===== config.mk =====
export PLATFORM = sky130hd
export DESIGN_NAME = bundle_fetch_queue_flat
export DESIGN_NICKNAME = d
export VERILOG_FILES = /design/src/rtl/bundle_fetch_queue_if.sv /design/src/rtl/bundle_fetch_queue.sv /design/src/flat_wrapper.sv
export SDC_FILE = /design/constraint.sdc
export NUM_CORES = 1
export LEC_CHECK = 0
export CORE_MARGIN = 4
export CORE_UTILIZATION = 55
export CTS_BUF_LIST = sky130_fd_sc_hd__clkbuf_16
export CTS_CLUSTER_DIAMETER = 120
export DETAILED_ROUTE_END_ITERATION = 10
export PLACE_DENSITY = 0.83
export SKIP_CTS_REPAIR_TIMING = 1
export SYNTH_ARGS = -nofsm -noshare
export SYNTH_HDL_FRONTEND = slang
export SYNTH_SLANG_ARGS = --single-unit

===== constraint.sdc =====
create_clock -name clk -period 9.3 [get_ports clk]
set_clock_uncertainty 0.1 [all_clocks]
set_input_delay 1.86 -clock clk [delete_from_list [all_inputs] [get_ports clk]]
set_output_delay 1.86 -clock clk [all_outputs]
set_load 0.03 [all_outputs]

===== src/rtl/bundle_fetch_queue_if.sv =====
// ---------------------------------------------------------------------------
// bundle_fetch_queue_if
//   Handshake bundle between instruction fetch, the bundle fetch queue and the
//   per-lane decode stages.
//   master : fetch/decode side. It drives push_*, pop_ready and flush, and it
//            observes push_ready, pop_*, count and overflow_err.
//   slave  : the queue itself.
//   Signals
//     push_valid / push_ready / push_bundle / push_pc : fetch -> queue
//     pop_valid  / pop_ready  / pop_bundle  / pop_pc  : queue -> decode
//     flush        : branch squash, discards every entry
//     count        : current occupancy, 0..DEPTH
//     overflow_err : sticky, set by a push offered while the queue refuses it
// ---------------------------------------------------------------------------
interface bundle_fetch_queue_if #(
  parameter int NUM_LANES = 4,
  parameter int INST_W    = 32,
  parameter int PC_W      = 32,
  parameter int DEPTH     = 4
);
  localparam int BUNDLE_W = NUM_LANES * INST_W;
  localparam int CNT_W    = $clog2(DEPTH + 1);

  logic                push_valid;
  logic                push_ready;
  logic [BUNDLE_W-1:0] push_bundle;
  logic [PC_W-1:0]     push_pc;
  logic                pop_ready;
  logic                pop_valid;
  logic [BUNDLE_W-1:0] pop_bundle;
  logic [PC_W-1:0]     pop_pc;
  logic                flush;
  logic [CNT_W-1:0]    count;
  logic                overflow_err;

  modport master (
    output push_valid, push_bundle, push_pc, pop_ready, flush,
    input  push_ready, pop_valid, pop_bundle, pop_pc, count, overflow_err
  );

  modport slave (
    input  push_valid, push_bundle, push_pc, pop_ready, flush,
    output push_ready, pop_valid, pop_bundle, pop_pc, count, overflow_err
  );
endinterface


===== src/rtl/bundle_fetch_queue.sv =====
// ---------------------------------------------------------------------------
// bundle_fetch_queue
//   A first-word-fall-through FIFO of NUM_LANES-wide instruction bundles. It
//   sits between fetch and the per-lane decode stages. A push appears on pop_*
//   in the cycle after the push, and a flush (branch squash) empties the queue
//   in one edge. When the queue is empty, the output shows NOP_INST on every
//   lane and a PC of 0, so decode can consume it unconditionally.
//   Ports
//     clk : rising-edge clock
//     rst : asynchronous reset, active-high
//     q   : bundle_fetch_queue_if.slave (push/pop handshakes, flush, count,
//           overflow_err)
// ---------------------------------------------------------------------------
module bundle_fetch_queue #(
  parameter int              NUM_LANES = 4,
  parameter int              INST_W    = 32,
  parameter int              PC_W      = 32,
  parameter int              DEPTH     = 4,
  parameter logic [INST_W-1:0] NOP_INST = INST_W'(32'h00000013)
) (
  input logic                 clk,
  input logic                 rst,
  bundle_fetch_queue_if.slave q
);
  localparam int BUNDLE_W = NUM_LANES * INST_W;
  localparam int AW       = (DEPTH > 1) ? $clog2(DEPTH) : 1;
  localparam int CNT_W    = $clog2(DEPTH + 1);

  logic [BUNDLE_W-1:0] mem_bundle [DEPTH];
  logic [PC_W-1:0]     mem_pc     [DEPTH];
  logic [AW-1:0]       wr_ptr;
  logic [AW-1:0]       rd_ptr;
  logic [CNT_W-1:0]    count_q;
  logic                overflow_q;

  logic push_fire;
  logic pop_fire;

  // push_ready depends only on registered occupancy and flush. Because of
  // this, a pop in the same cycle cannot free a slot for a push when the
  // queue is full.
  assign q.push_ready = (count_q < CNT_W'(DEPTH)) && !q.flush;
  assign q.pop_valid  = (count_q != '0);

  assign push_fire = q.push_valid && q.push_ready;
  // A flush takes priority, so a pop offered during a flush is not counted.
  assign pop_fire  = q.pop_valid && q.pop_ready && !q.flush;

  // Head mux over registered state only; there is no bypass from push_* to pop_*.
  assign q.pop_bundle = q.pop_valid ? mem_bundle[rd_ptr] : {NUM_LANES{NOP_INST}};
  assign q.pop_pc     = q.pop_valid ? mem_pc[rd_ptr]     : '0;
  assign q.count        = count_q;
  assign q.overflow_err = overflow_q;

  // NOTE: storage carries no reset. Emptiness is tracked by count_q, so stale
  //       entries are never shown, and the array can map onto plain RAM.
  always_ff @(posedge clk) begin
    if (push_fire) begin
      mem_bundle[wr_ptr] <= q.push_bundle;
      mem_pc[wr_ptr]     <= q.push_pc;
    end
  end

  // NOTE: state registers use non-blocking assignments, so every process
  //       samples pre-edge values regardless of evaluation order.
  always_ff @(posedge clk or posedge rst) begin
    if (rst) begin
      wr_ptr     <= '0;
      rd_ptr     <= '0;
      count_q    <= '0;
      overflow_q <= 1'b0;
    end else begin
      if (q.push_valid && !q.push_ready && !q.flush) begin
        overflow_q <= 1'b1;
      end

      if (q.flush) begin
        wr_ptr  <= '0;
        rd_ptr  <= '0;
        count_q <= '0;
      end else begin
        // DEPTH is a power of two, so the pointers wrap by natural overflow.
        if (push_fire) wr_ptr <= wr_ptr + AW'(1);
        if (pop_fire)  rd_ptr <= rd_ptr + AW'(1);
        case ({push_fire, pop_fire})
          2'b10:   count_q <= count_q + CNT_W'(1);
          2'b01:   count_q <= count_q - CNT_W'(1);
          default: count_q <= count_q;
        endcase
      end
    end
  end
endmodule

===== src/flat_wrapper.sv =====
// flat-port wrapper written by rule: the top's interface ports become plain ports
module bundle_fetch_queue_flat 
#(
  parameter int              NUM_LANES = 4,
  parameter int              INST_W    = 32,
  parameter int              PC_W      = 32,
  parameter int              DEPTH     = 4,
  parameter logic [INST_W-1:0] NOP_INST = INST_W'(32'h00000013)
)
  (clk, rst, q_push_valid, q_push_bundle, q_push_pc, q_pop_ready, q_flush, q_push_ready, q_pop_valid, q_pop_bundle, q_pop_pc, q_count, q_overflow_err);
  bundle_fetch_queue_if #(.NUM_LANES(NUM_LANES), .INST_W(INST_W), .PC_W(PC_W), .DEPTH(DEPTH)) q_i ();
  input logic clk;
  input logic rst;
  input wire logic [$bits(q_i.push_valid)-1:0] q_push_valid;
  input wire logic [$bits(q_i.push_bundle)-1:0] q_push_bundle;
  input wire logic [$bits(q_i.push_pc)-1:0] q_push_pc;
  input wire logic [$bits(q_i.pop_ready)-1:0] q_pop_ready;
  input wire logic [$bits(q_i.flush)-1:0] q_flush;
  output wire logic [$bits(q_i.push_ready)-1:0] q_push_ready;
  output wire logic [$bits(q_i.pop_valid)-1:0] q_pop_valid;
  output wire logic [$bits(q_i.pop_bundle)-1:0] q_pop_bundle;
  output wire logic [$bits(q_i.pop_pc)-1:0] q_pop_pc;
  output wire logic [$bits(q_i.count)-1:0] q_count;
  output wire logic [$bits(q_i.overflow_err)-1:0] q_overflow_err;
  assign q_i.push_valid = q_push_valid;
  assign q_i.push_bundle = q_push_bundle;
  assign q_i.push_pc = q_push_pc;
  assign q_i.pop_ready = q_pop_ready;
  assign q_i.flush = q_flush;
  assign q_push_ready = q_i.push_ready;
  assign q_pop_valid = q_i.pop_valid;
  assign q_pop_bundle = q_i.pop_bundle;
  assign q_pop_pc = q_i.pop_pc;
  assign q_count = q_i.count;
  assign q_overflow_err = q_i.overflow_err;
  bundle_fetch_queue #(.NUM_LANES(NUM_LANES), .INST_W(INST_W), .PC_W(PC_W), .DEPTH(DEPTH), .NOP_INST(NOP_INST)) u_core (.clk(clk), .rst(rst), .q(q_i));
endmodule

==> Flow_metrics.wiki, run 1 <==
{| class="wikitable"
! Metric !! Value
|-
| Number of CTS-inserted buffers || 67
|-
| Total power density per cell area || 235 nW/um^2
|-
| Switching part of the total power || 25.4%
|-
| Height of the chip || 220 um
|-
| Clock root buffer || sky130_fd_sc_hd__clkbuf_16
|-
| Psw || 1.82 mW
|-
| Number of nets in the finished design || 1,601
|-
| Final routed DRC violation total || 0
|-
| TritonCTS clock tree || done
|-
| R2R depth || 3
|-
| Data arrival time of the critical path || 3750 ps
|-
| Skew-Pair Late Insertion Delay || 570 ps
|-
| Post-route clock period utilization || 61.4%
|-
| Maximum resistive drop on vdd || 0.000207 V
|-
| Via count of the first global-routing pass || 12,700
|-
| Ports placed on the boundary || 331
|-
| 1st-iter DRT viols || 880
|-
| Data required time at the worst endpoint || 7340 ps
|-
| Post-placement setup slack || 3880 ps
|-
| Wire length of the first global-routing pass || 77.1 mm
|-
| Unrepaired setup endpoints after global routing || no
|-
| Overall die width || 220 um
|-
| Part of the power in registers || 47.3%
|-
| Setup Viol. Count Final || 0
|-
| Clock buffer depth || 3
|-
| Setup TNS || 0 ps
|-
| Largest net degree at the start of global routing || 85
|-
| Fraction of power consumed by combinational cells || 19.1%
|-
| Aggregate routed wire length || 50.9 mm
|-
| Int Power || 5.34 mW
|-
| Average instance area after synthesis || 23.0 um^2
|-
| Final hold viol count || 0
|-
| Post-synthesis cell area || 24,700 um^2
|-
| Residual overflow from global routing || 0
|-
| HPWL after DPL || 29.2 mm
|-
| Clock transition at the registers of the reported paths || 60 ps
|-
| Most used DFF post-synth || sky130_fd_sc_hd__edfxtp_1
|-
| Classification of the worst setup path || reg -> out
|-
| Cells after synthesis || 1,073
|-
| Status || completed
|-
| Depth of the CTS H-tree || 3
|-
| FFs w/ async S/R, synth || 1.23%
|-
| Initial standard-cell utilization of the core || 55.7%
|-
| Setup crit start kind || register
|-
| Number of antenna-violating nets in the routed design || 0
|-
| Number of antenna violations at the first check in global routing || 8
|-
| Most area-consuming cells after synthesis || sky130_fd_sc_hd__edfxtp_1 (78%), sky130_fd_sc_hd__mux4_2 (15%), sky130_fd_sc_hd__and2_1 (3.9%)
|-
| Worst hold margin || 458 ps
|-
| Die area || 48,300 um^2
|-
| CTS sink count || 648
|-
| Number of synthesized register bits || 648
|-
| Cell accounting for the most synthesized area || sky130_fd_sc_hd__edfxtp_1
|-
| Clock power share || 33.6%
|-
| CORE AREA || 44,300 um^2
|-
| Average routed wire per standard cell || 24.6 um
|-
| Cell with the most instances after synthesis || sky130_fd_sc_hd__edfxtp_1
|-
| Share of the synthesized area in the top cell type || 77.8%
|-
| Part of the Yosys area used for sequential elements || 78.6%
|-
| Nets in the synthesized netlist || 1,243
|-
| Highest clock frequency the design can meet || 0.175 GHz
|-
| Site row count || 77
|-
| Placed insts || 1,954
|-
| Instance count along the most critical hold path || 1
|-
| Number of max-capacitance violations reported || 0
|-
| Number of synthesized flops with an enable pin || 640
|-
| Total track usage || 21.3%
|-
| Number of port buffers || 330
|-
| Headroom to the max-slew limit || 26.2%
|-
| Post-synth top cells || sky130_fd_sc_hd__edfxtp_1 (640), sky130_fd_sc_hd__mux4_2 (160), sky130_fd_sc_hd__and2_1 (152)
|-
| Final cell count without fillers || 2,070
|-
| Count of different cell masters after synthesis || 32
|-
| Area growth from synthesis to layout || 23.6%
|-
| Global placement routability congestion || 0.758
|-
| Proportion of layout cells with a drive suffix above 1 || 18.7%
|-
| Largest driver fanout on the critical path || 44
|-
| Measured slew at the worst slew-check pin || 1110 ps
|-
| Crit. End Element || primary output
|-
| Static power due to leakage || 9.69 nW
|-
| Fin crit period || 5710 ps
|-
| Final worst-path setup slack || 3590 ps
|-
| Number of pins exceeding their max-slew limit in the final report || 0
|-
| Worst min path class || reg -> reg
|-
| Total via count after detailed routing || 11,700
|-
| Final Total Pwr || 7.16 mW
|-
| Post-detailed-route via-to-cell ratio || 5.67
|-
| Router iterations before antenna repair || 4
|-
| Count of synthesis-stage warnings from yosys || 0
|}
## layout make-up
cell class / instances / area, um^2
timing repair buffer: 345 / 3430
multi-input combinational: 365 / 4940
antenna: 4 / 10.0
clock inverter: 43 / 238
fill: 2701 / 13800
tap: 592 / 741
clock buffer: 69 / 1730
sequential: 648 / 19400
inverter: 4 / 16.3
## cells in the final DEF (no fill, tap or decap), types with 2 or more instances in the layout
| cell | instances |
|---|---|
| sky130_fd_sc_hd__a21oi_1 | 4 |
| sky130_fd_sc_hd__and2_1 | 148 |
| sky130_fd_sc_hd__and2_4 | 4 |
| sky130_fd_sc_hd__buf_4 | 14 |
| sky130_fd_sc_hd__bufinv_16 | 2 |
| sky130_fd_sc_hd__clkbuf_16 | 69 |
| sky130_fd_sc_hd__clkdlybuf4s50_1 | 330 |
| sky130_fd_sc_hd__clkinv_1 | 12 |
| sky130_fd_sc_hd__clkinv_2 | 8 |
| sky130_fd_sc_hd__dfrtp_1 | 6 |
| sky130_fd_sc_hd__dfrtp_4 | 2 |
| sky130_fd_sc_hd__diode_2 | 4 |
| sky130_fd_sc_hd__edfxtp_1 | 640 |
| sky130_fd_sc_hd__ha_1 | 4 |
| sky130_fd_sc_hd__inv_1 | 22 |
| sky130_fd_sc_hd__inv_6 | 2 |
| sky130_fd_sc_hd__mux4_2 | 160 |
| sky130_fd_sc_hd__nand2_1 | 3 |
| sky130_fd_sc_hd__nor2_1 | 7 |
| sky130_fd_sc_hd__nor3_1 | 2 |
| sky130_fd_sc_hd__o31ai_1 | 2 |
| sky130_fd_sc_hd__or2_1 | 2 |
| sky130_fd_sc_hd__or2_2 | 10 |
| sky130_fd_sc_hd__xnor2_1 | 3 |
| sky130_fd_sc_hd__xor2_1 | 2 |
## layer usage
metal	vias to the layer above	track usage, %	routed length, um	share of wire, %
li1	5113	-	-	-
met1	6159	27.8	19900	39
met2	372	34.5	25500	50
met3	86	7.35	4280	8.4
met4	10	6.38	1100	2.2
met5	-	0	62	0.12
## power groups by stage
stage	clock network [mW]	logic (mW)	registers, mW
6_report	2.40	1.37	3.39
5_1_grt	2.58	1.45	3.40
4_1_cts	2.46	1.39	3.39
3_5_place_dp	0	1.37	3.45
3_3_place_gp	0	1.36	3.44
2_1_floorplan	0	0.846	3.44
## registers in the layout, summed over array words and instances (netlist names)
| name | flops |
|---|---|
| u_core.rd_ptr | 2 |
| u_core.mem_bundle | 512 |
| u_core.q.overflow_err | 1 |
| u_core.mem_pc | 128 |
| u_core.q.count | 3 |
| u_core.wr_ptr | 2 |
## path summary, 6_finish.rpt
path | slack [ps] | endpoint | startpoint
max reg2reg | 6030 | u_core.mem_bundle[2][34] | u_core.q.count[2]
min reg2reg | 460 | u_core.q.overflow_err | u_core.q.overflow_err
max in group asynchronous | 7370 | u_core.rd_ptr[0] | rst
max | 3590 | q_pop_bundle[107] | u_core.rd_ptr[0]
min in group asynchronous | 1460 | u_core.q.count[0] | rst
min | 460 | u_core.q.overflow_err | u_core.q.overflow_err
## critical path, cell delays in order, from the launching register on
cell and delay (ps):
sky130_fd_sc_hd__dfrtp_4 920, sky130_fd_sc_hd__buf_4 800, sky130_fd_sc_hd__mux4_2 650, sky130_fd_sc_hd__and2_1 180, sky130_fd_sc_hd__clkdlybuf4s50_1 590
## cell families after synthesis
kind of cell / Yosys count / share of synthesized area, %
AO/OA/AOI/OAI: 12 / 0.335
XOR/XNOR: 5 / 0.177
adder cells (fa/ha/maj): 5 / 0.284
buffers and inverters: 60 / 1.38
flip-flops: 648 / 78.6
multiplexers: 161 / 14.6
AND/OR/NAND/NOR: 182 / 4.54
## metrics by stage
step           utilization [%]  cell area (um^2)
4_1_cts                   68.9             30500
5_1_grt                   68.9             30500
3_5_place_dp              64.4             28600
3_3_place_gp              64.4             28600
2_1_floorplan                -             24700
6_report                  68.9             30500
Note: power is estimated with default switching activity, not from simulation.
==> inputs of run 2 (changes only) <==
clock period = 5.9 ns   (was 9.3 ns; I/O delays follow)
==> Flow_metrics.wiki, run 2 (synthesis gave the netlist of run 1 again) <==
{| class="wikitable"
! Metric !! Value
|-
| Ports placed on the boundary || 331 (unchanged)
|-
| Placed insts || 1,961 (was 1,954)
|-
| Static power due to leakage || 9.82 nW (was 9.69 nW)
|-
| Fin crit period || 4680 ps
|-
| Total track usage || 21.1% (was 21.3%)
|-
| Area growth from synthesis to layout || 25.1% (was 23.6%)
|-
| Final cell count without fillers || 2,082 (was 2,070)
|-
| Worst min path class || reg -> reg (unchanged)
|-
| Classification of the worst setup path || reg -> out (unchanged)
|-
| Final routed DRC violation total || 0 (unchanged)
|-
| Largest driver fanout on the critical path || 105 (was 44)
|-
| Post-detailed-route via-to-cell ratio || 5.70 (was 5.67)
|-
| Highest clock frequency the design can meet || 0.214 GHz
|-
| Data arrival time of the critical path || 3400 ps (was 3750 ps)
|-
| Setup slack of the worst register-to-register path || 3040 ps (was 6030 ps)
|-
| Post-route clock period utilization || 79.3%
|-
| Number of max-capacitance violations reported || 0 (unchanged)
|-
| Maximum resistive drop on vdd || 0.000264 V (was 0.000207 V)
|-
| Crit Reg-Reg Startpoint || u_core.q.count[2] (unchanged)
|-
| Total power density per cell area || 373 nW/um^2 (was 235 nW/um^2)
|-
| Area used by multi-input combinational logic || 4950 um^2 (was 4940 um^2)
|-
| Filler cells || 2,628 (was 2,701)
|-
| Number of antenna-violating nets in the routed design || 0 (unchanged)
|-
| Number of CTS-inserted buffers || 66 (was 67)
|-
| Max reg flops || 512 (unchanged)
|-
| Wire length of the first global-routing pass || 76.3 mm (was 77.1 mm)
|-
| Worst hold margin || 429 ps (was 458 ps)
|-
| R2R depth || 7 (was 3)
|-
| Origin of the worst min-delay path || u_core.q.overflow_err (unchanged)
|-
| Number of antenna violations at the first check in global routing || 10 (was 8)
|-
| Global placement routability congestion || 0.738 (was 0.758)
|-
| Most common cell after layout, fill and taps aside || sky130_fd_sc_hd__edfxtp_1 (unchanged)
|-
| Reg2reg end || u_core.q.count[2] (was u_core.mem_bundle[2][34])
|-
| Router iterations before antenna repair || 5 (was 4)
|-
| Via count of the first global-routing pass || 12,600 (was 12,700)
|-
| Depth of the CTS H-tree || 3 (unchanged)
|-
| Largest net degree at the start of global routing || 106 (was 85)
|-
| Setup crit start kind || register (unchanged)
|-
| Core utilization of the finished layout || 69.7% (was 68.9%)
|-
| Crit. End Element || primary output (unchanged)
|-
| Unrepaired setup endpoints after global routing || no (unchanged)
|-
| TritonCTS clock tree || done (unchanged)
|-
| HPWL after DPL || 29.6 mm (was 29.2 mm)
|-
| Setup TNS || 0 ps (unchanged)
|-
| Register cell area after layout || 19,400 um^2 (unchanged)
|-
| Number of nets in the finished design || 1,607 (was 1,601)
|-
| Aggregate routed wire length || 50.2 mm (was 50.9 mm)
|-
| Site row count || 77 (unchanged)
|-
| Final hold viol count || 0 (unchanged)
|-
| 1st-iter DRT viols || 938 (was 880)
|-
| Total via count after detailed routing || 11,900 (was 11,700)
|-
| Most frequent cells in the layout || sky130_fd_sc_hd__edfxtp_1 (640), sky130_fd_sc_hd__clkdlybuf4s50_1 (330), sky130_fd_sc_hd__mux4_2 (160) (unchanged)
|-
| Number of pins exceeding their max-slew limit in the final report || 0 (unchanged)
|-
| Headroom to the max-slew limit || 33.6% (was 26.2%)
|-
| Initial standard-cell utilization of the core || 55.7% (unchanged)
|-
| Residual overflow from global routing || 0 (unchanged)
|-
| Final Total Pwr || 11.5 mW (was 7.16 mW)
|-
| Die area || 48,300 um^2 (unchanged)
|-
| Measured slew at the worst slew-check pin || 997 ps (was 1110 ps)
|-
| Origin of the worst setup path || u_core.q.count[2] (was u_core.rd_ptr[0])
|-
| Average routed wire per standard cell || 24.1 um (was 24.6 um)
|-
| Number of port buffers || 330 (unchanged)
|-
| Register ranked first by flip-flop count || u_core.mem_bundle (unchanged)
|-
| Status || completed (unchanged)
|-
| Proportion of layout cells with a drive suffix above 1 || 19.7% (was 18.7%)
|-
| Skew-Pair Late Insertion Delay || 570 ps (about the same)
|-
| Height of the chip || 220 um (unchanged)
|-
| Data required time at the worst endpoint || 4620 ps (was 7340 ps)
|-
| Setup Viol. Count Final || 0 (unchanged)
|-
| CTS sink count || 648 (unchanged)
|-
| Clock buffer depth || 3 (unchanged)
|-
| Last element of the critical path || q_pop_bundle[47] (was q_pop_bundle[107])
|-
| CORE AREA || 44,300 um^2 (unchanged)
|-
| Overall die width || 220 um (unchanged)
|-
| Clock root buffer || sky130_fd_sc_hd__clkbuf_16 (unchanged)
|-
| Clock transition at the registers of the reported paths || 60 ps (about the same)
|}
-- run 2: cell types whose count changed in the layout (fill, tap and decap cells not counted), sizes merged --
| cell | previous run | this run |
|---|---|---|
| bufinv | 2 | 5 |
| clkbuf | 69 | 71 |
| buf | 15 | 22 |
| clkinv | 21 | 24 |
| inv | 24 | 20 |
| clkinvlp | 0 | 1 |
-- run 2: through the flow --
stage | cell area, um^2 | worst slack (ps)
2_1_floorplan | 24700 | 1720
3_3_place_gp | 28800 | 1770
3_5_place_dp | 28800 | 1720
4_1_cts | 30900 | 1100
5_1_grt | 30900 | 958
6_report | 30900 | 1220
-- run 2: power by group --
group | switching, mW | internal (mW)
clock network | 1.63 | 2.38
registers | 0.0855 | 5.25
logic | 1.17 | 0.995
-- run 2: worst max-delay path, cell delays in order, from the launching register on --
cell and delay [ps]:
sky130_fd_sc_hd__dfrtp_1 600, sky130_fd_sc_hd__nor3_2 130, sky130_fd_sc_hd__inv_4 650, sky130_fd_sc_hd__buf_4 480, sky130_fd_sc_hd__and2_1 200, sky130_fd_sc_hd__clkdlybuf4s50_1 700
-- run 2: worst min path at each step --
stage | endpoint | slack, ps | depth (start not counted)
final | u_core.q.overflow_err | 430 | 1
after CTS | u_core.q.overflow_err | 420 | 1
after detailed placement | u_core.q.overflow_err | 390 | 1
after global placement | u_core.q.overflow_err | 420 | 1
after floorplan | u_core.wr_ptr[0] | 460 | 2
after global routing | u_core.q.overflow_err | 460 | 1
-- run 2: area by class of cell --
class | count | share of cell area [%]
flip-flops and latches | 648 | 62.9
multi-input cells | 365 | 16.0
repair buffers | 352 | 11.8
clock buffers | 71 | 5.75
well taps | 592 | 2.40
clock inverters | 46 | 1.09
inverters | 4 | 0.0567
diodes | 4 | 0.0324
-- run 2: per-layer routing --
| layer | track usage, % | routed length (um) | share of wire (%) | vias to the layer above |
|---|---|---|---|---|
| met2 | 33.7 | 24900 | 50 | 464 |
| met3 | 6.98 | 4790 | 9.5 | 88 |
| met5 | 0 | 114 | 0.23 | - |
| li1 | - | - | - | 5147 |
| met1 | 28.2 | 19300 | 38 | 6146 |
| met4 | 6.34 | 1090 | 2.2 | 16 |
==> inputs of run 3 (changes only) <==
CORE_UTILIZATION = 49   (was 55)
PLACE_DENSITY = 0.78   (was 0.83)
clock period = 4.25 ns   (was 5.9 ns; I/O delays follow)
==> Flow_metrics.wiki, run 3 (synthesis gave the netlist of run 1 again) <==
{| class="wikitable"
! Metric !! Value
|-
| Status || completed (unchanged)
|-
| Total via count after detailed routing || 11,800 (was 11,900)
|-
| Maximum resistive drop on vdd || 0.000554 V (was 0.000264 V)
|-
| Clock transition at the registers of the reported paths || 60 ps (about the same)
|-
| Final Total Pwr || 16.1 mW (was 11.5 mW)
|-
| Depth of the CTS H-tree || 3 (unchanged)
|-
| Classification of the worst setup path || reg -> out (unchanged)
|-
| Crit. End Element || primary output (unchanged)
|-
| Number of max-capacitance violations reported || 0 (unchanged)
|-
| Height of the chip || 232 um (was 220 um)
|-
| Area used by multi-input combinational logic || 4940 um^2 (was 4950 um^2)
|-
| HPWL after DPL || 30.7 mm (was 29.6 mm)
|-
| Skew-Pair Late Insertion Delay || 580 ps (was 570 ps)
|-
| Data arrival time of the critical path || 3080 ps (was 3400 ps)
|-
| Largest incremental delay on the critical path || 700 ps (about the same)
|-
| Final hold viol count || 0 (unchanged)
|-
| Highest clock frequency the design can meet || 0.248 GHz
|-
| Total power density per cell area || 520 nW/um^2 (was 373 nW/um^2)
|-
| Number of pins exceeding their max-slew limit in the final report || 0 (unchanged)
|-
| Setup TNS || 0 ps (unchanged)
|-
| 1st-iter DRT viols || 805 (was 938)
|-
| Filler cells || 3,318 (was 2,628)
|-
| CORE AREA || 49,400 um^2 (was 44,300 um^2)
|-
| Critical-path cell with the highest stage delay || sky130_fd_sc_hd__clkdlybuf4s50_1 (unchanged)
|-
| Post-placement setup slack || 808 ps (was 1720 ps)
|-
| Unrepaired setup endpoints after global routing || no (unchanged)
|-
| Crit path buffers/inverters || 4 (was 3)
|-
| Router iterations before antenna repair || 4 (was 5)
|-
| Total track usage || 19.1% (was 21.1%)
|-
| Clock root buffer || sky130_fd_sc_hd__clkbuf_16 (unchanged)
|-
| Number of nets in the finished design || 1,609 (was 1,607)
|-
| Worst min path class || reg -> reg (unchanged)
|-
| Wire length of the first global-routing pass || 77.2 mm (was 76.3 mm)
|-
| Post-route clock period utilization || 94.7%
|-
| Register ranked first by flip-flop count || u_core.mem_bundle (unchanged)
|-
| Setup crit start kind || register (unchanged)
|-
| Overall die width || 232 um (was 220 um)
|-
| Fin crit period || 4030 ps
|-
| Largest net degree at the start of global routing || 101 (was 106)
|-
| Clock buffer depth || 3 (unchanged)
|-
| Number of antenna violations at the first check in global routing || 6 (was 10)
|-
| TritonCTS clock tree || done (unchanged)
|-
| Average routed wire per standard cell || 23.7 um (was 24.1 um)
|-
| Residual overflow from global routing || 0 (unchanged)
|-
| Headroom to the max-slew limit || 54.7% (was 33.6%)
|-
| Dominant delay contributor by cell family on the critical path || buffers and inverters (unchanged)
|-
| CTS sink count || 648 (unchanged)
|-
| Max reg flops || 512 (unchanged)
|-
| Data required time at the worst endpoint || 3300 ps (was 4620 ps)
|-
| Area growth from synthesis to layout || 25.8% (was 25.1%)
|-
| Final worst-path setup slack || 225 ps (was 1220 ps)
|-
| Largest driver fanout on the critical path || 58 (was 105)
|-
| Via count of the first global-routing pass || 12,600 (about the same)
|-
| Number of antenna-violating nets in the routed design || 0 (unchanged)
|-
| Proportion of layout cells with a drive suffix above 1 || 19.5% (was 19.7%)
|-
| Site row count || 81 (was 77)
|-
| Die area || 54,000 um^2 (was 48,300 um^2)
|-
| Number of CTS-inserted buffers || 67 (was 66)
|-
| Initial standard-cell utilization of the core || 50.0% (was 55.7%)
|-
| Static power due to leakage || 9.85 nW (was 9.82 nW)
|-
| Ports placed on the boundary || 331 (unchanged)
|-
| Global placement routability congestion || 0.739 (was 0.738)
|-
| Measured slew at the worst slew-check pin || 673 ps (was 997 ps)
|-
| Final routed DRC violation total || 0 (unchanged)
|-
| Post-detailed-route via-to-cell ratio || 5.47 (was 5.70)
|-
| Register cell area after layout || 19,400 um^2 (unchanged)
|-
| Number of port buffers || 330 (unchanged)
|-
| Crit-path cells || nor3_1, buf_4, inv_4, buf_12, and2_1, clkdlybuf4s50_1 (was nor3_2, inv_4, buf_4, and2_1, clkdlybuf4s50_1)
|-
| Most common cell after layout, fill and taps aside || sky130_fd_sc_hd__edfxtp_1 (unchanged)
|-
| Most frequent cells in the layout || sky130_fd_sc_hd__edfxtp_1 (640), sky130_fd_sc_hd__clkdlybuf4s50_1 (330), sky130_fd_sc_hd__mux4_2 (160) (unchanged)
|-
| Setup Viol. Count Final || 0 (unchanged)
|-
| Aggregate routed wire length || 51.1 mm (was 50.2 mm)
|}
run 3: final timing paths:
| check | startpoint | endpoint | slack, ps | cells past startpoint |
|---|---|---|---|---|
| setup / recovery | u_core.q.count[2] | q_pop_bundle[51] | 220 | 6 |
| hold / removal | u_core.q.overflow_err | u_core.q.overflow_err | 430 | 1 |
| setup reg to reg | u_core.q.count[2] | u_core.q.count[2] | 1530 | 7 |
| hold reg to reg | u_core.q.overflow_err | u_core.q.overflow_err | 430 | 1 |
| max in group asynchronous | rst | u_core.rd_ptr[1] | 3280 | 2 |
| min in group asynchronous | rst | u_core.wr_ptr[1] | 480 | 2 |
run 3: worst register-to-register path, stage by stage (launching register included):
cell and delay [ps]:
sky130_fd_sc_hd__dfrtp_1 520, sky130_fd_sc_hd__o31ai_1 620, sky130_fd_sc_hd__nor3_1 140, sky130_fd_sc_hd__fa_1 430
sky130_fd_sc_hd__or4b_1 550, sky130_fd_sc_hd__o22ai_1 160, sky130_fd_sc_hd__a21oi_1 60, sky130_fd_sc_hd__nor2_1 80
run 3: cell type report:
class	instances	area share, %
repair buffers	353	11.8
well taps	664	2.67
inverters	4	0.0564
multi-input cells	365	15.9
clock inverters	50	1.28
flip-flops and latches	648	62.5
diodes	4	0.0322
clock buffers	71	5.72
run 3: through the flow:
| step | hold slack (ps) | instances | cell area [um^2] | util [%] |
|---|---|---|---|---|
| floorplan | 462 | 1073 | 24700 | - |
| global placement | 431 | 2034 | 28900 | 58.5 |
| detailed placement | 418 | 2034 | 28900 | 58.5 |
| CTS | 436 | 2155 | 31100 | 62.9 |
| global route | 431 | 2155 | 31100 | 62.9 |
| finish | 425 | 2159 | 31100 | 62.9 |
run 3: report_power, final:
part | switching (mW) | total [mW] | internal (mW)
combinational | 1.69 | 3.08 | 1.40
sequential | 0.0773 | 7.37 | 7.29
clock | 2.26 | 5.70 | 3.43
run 3: metal layers:
metal / part of all wire, % / global-route usage, %
met5: 0.15 / 0
met1: 41 / 26.2
met3: 7.8 / 5.15
met2: 49 / 30.5
met4: 2.1 / 5.73
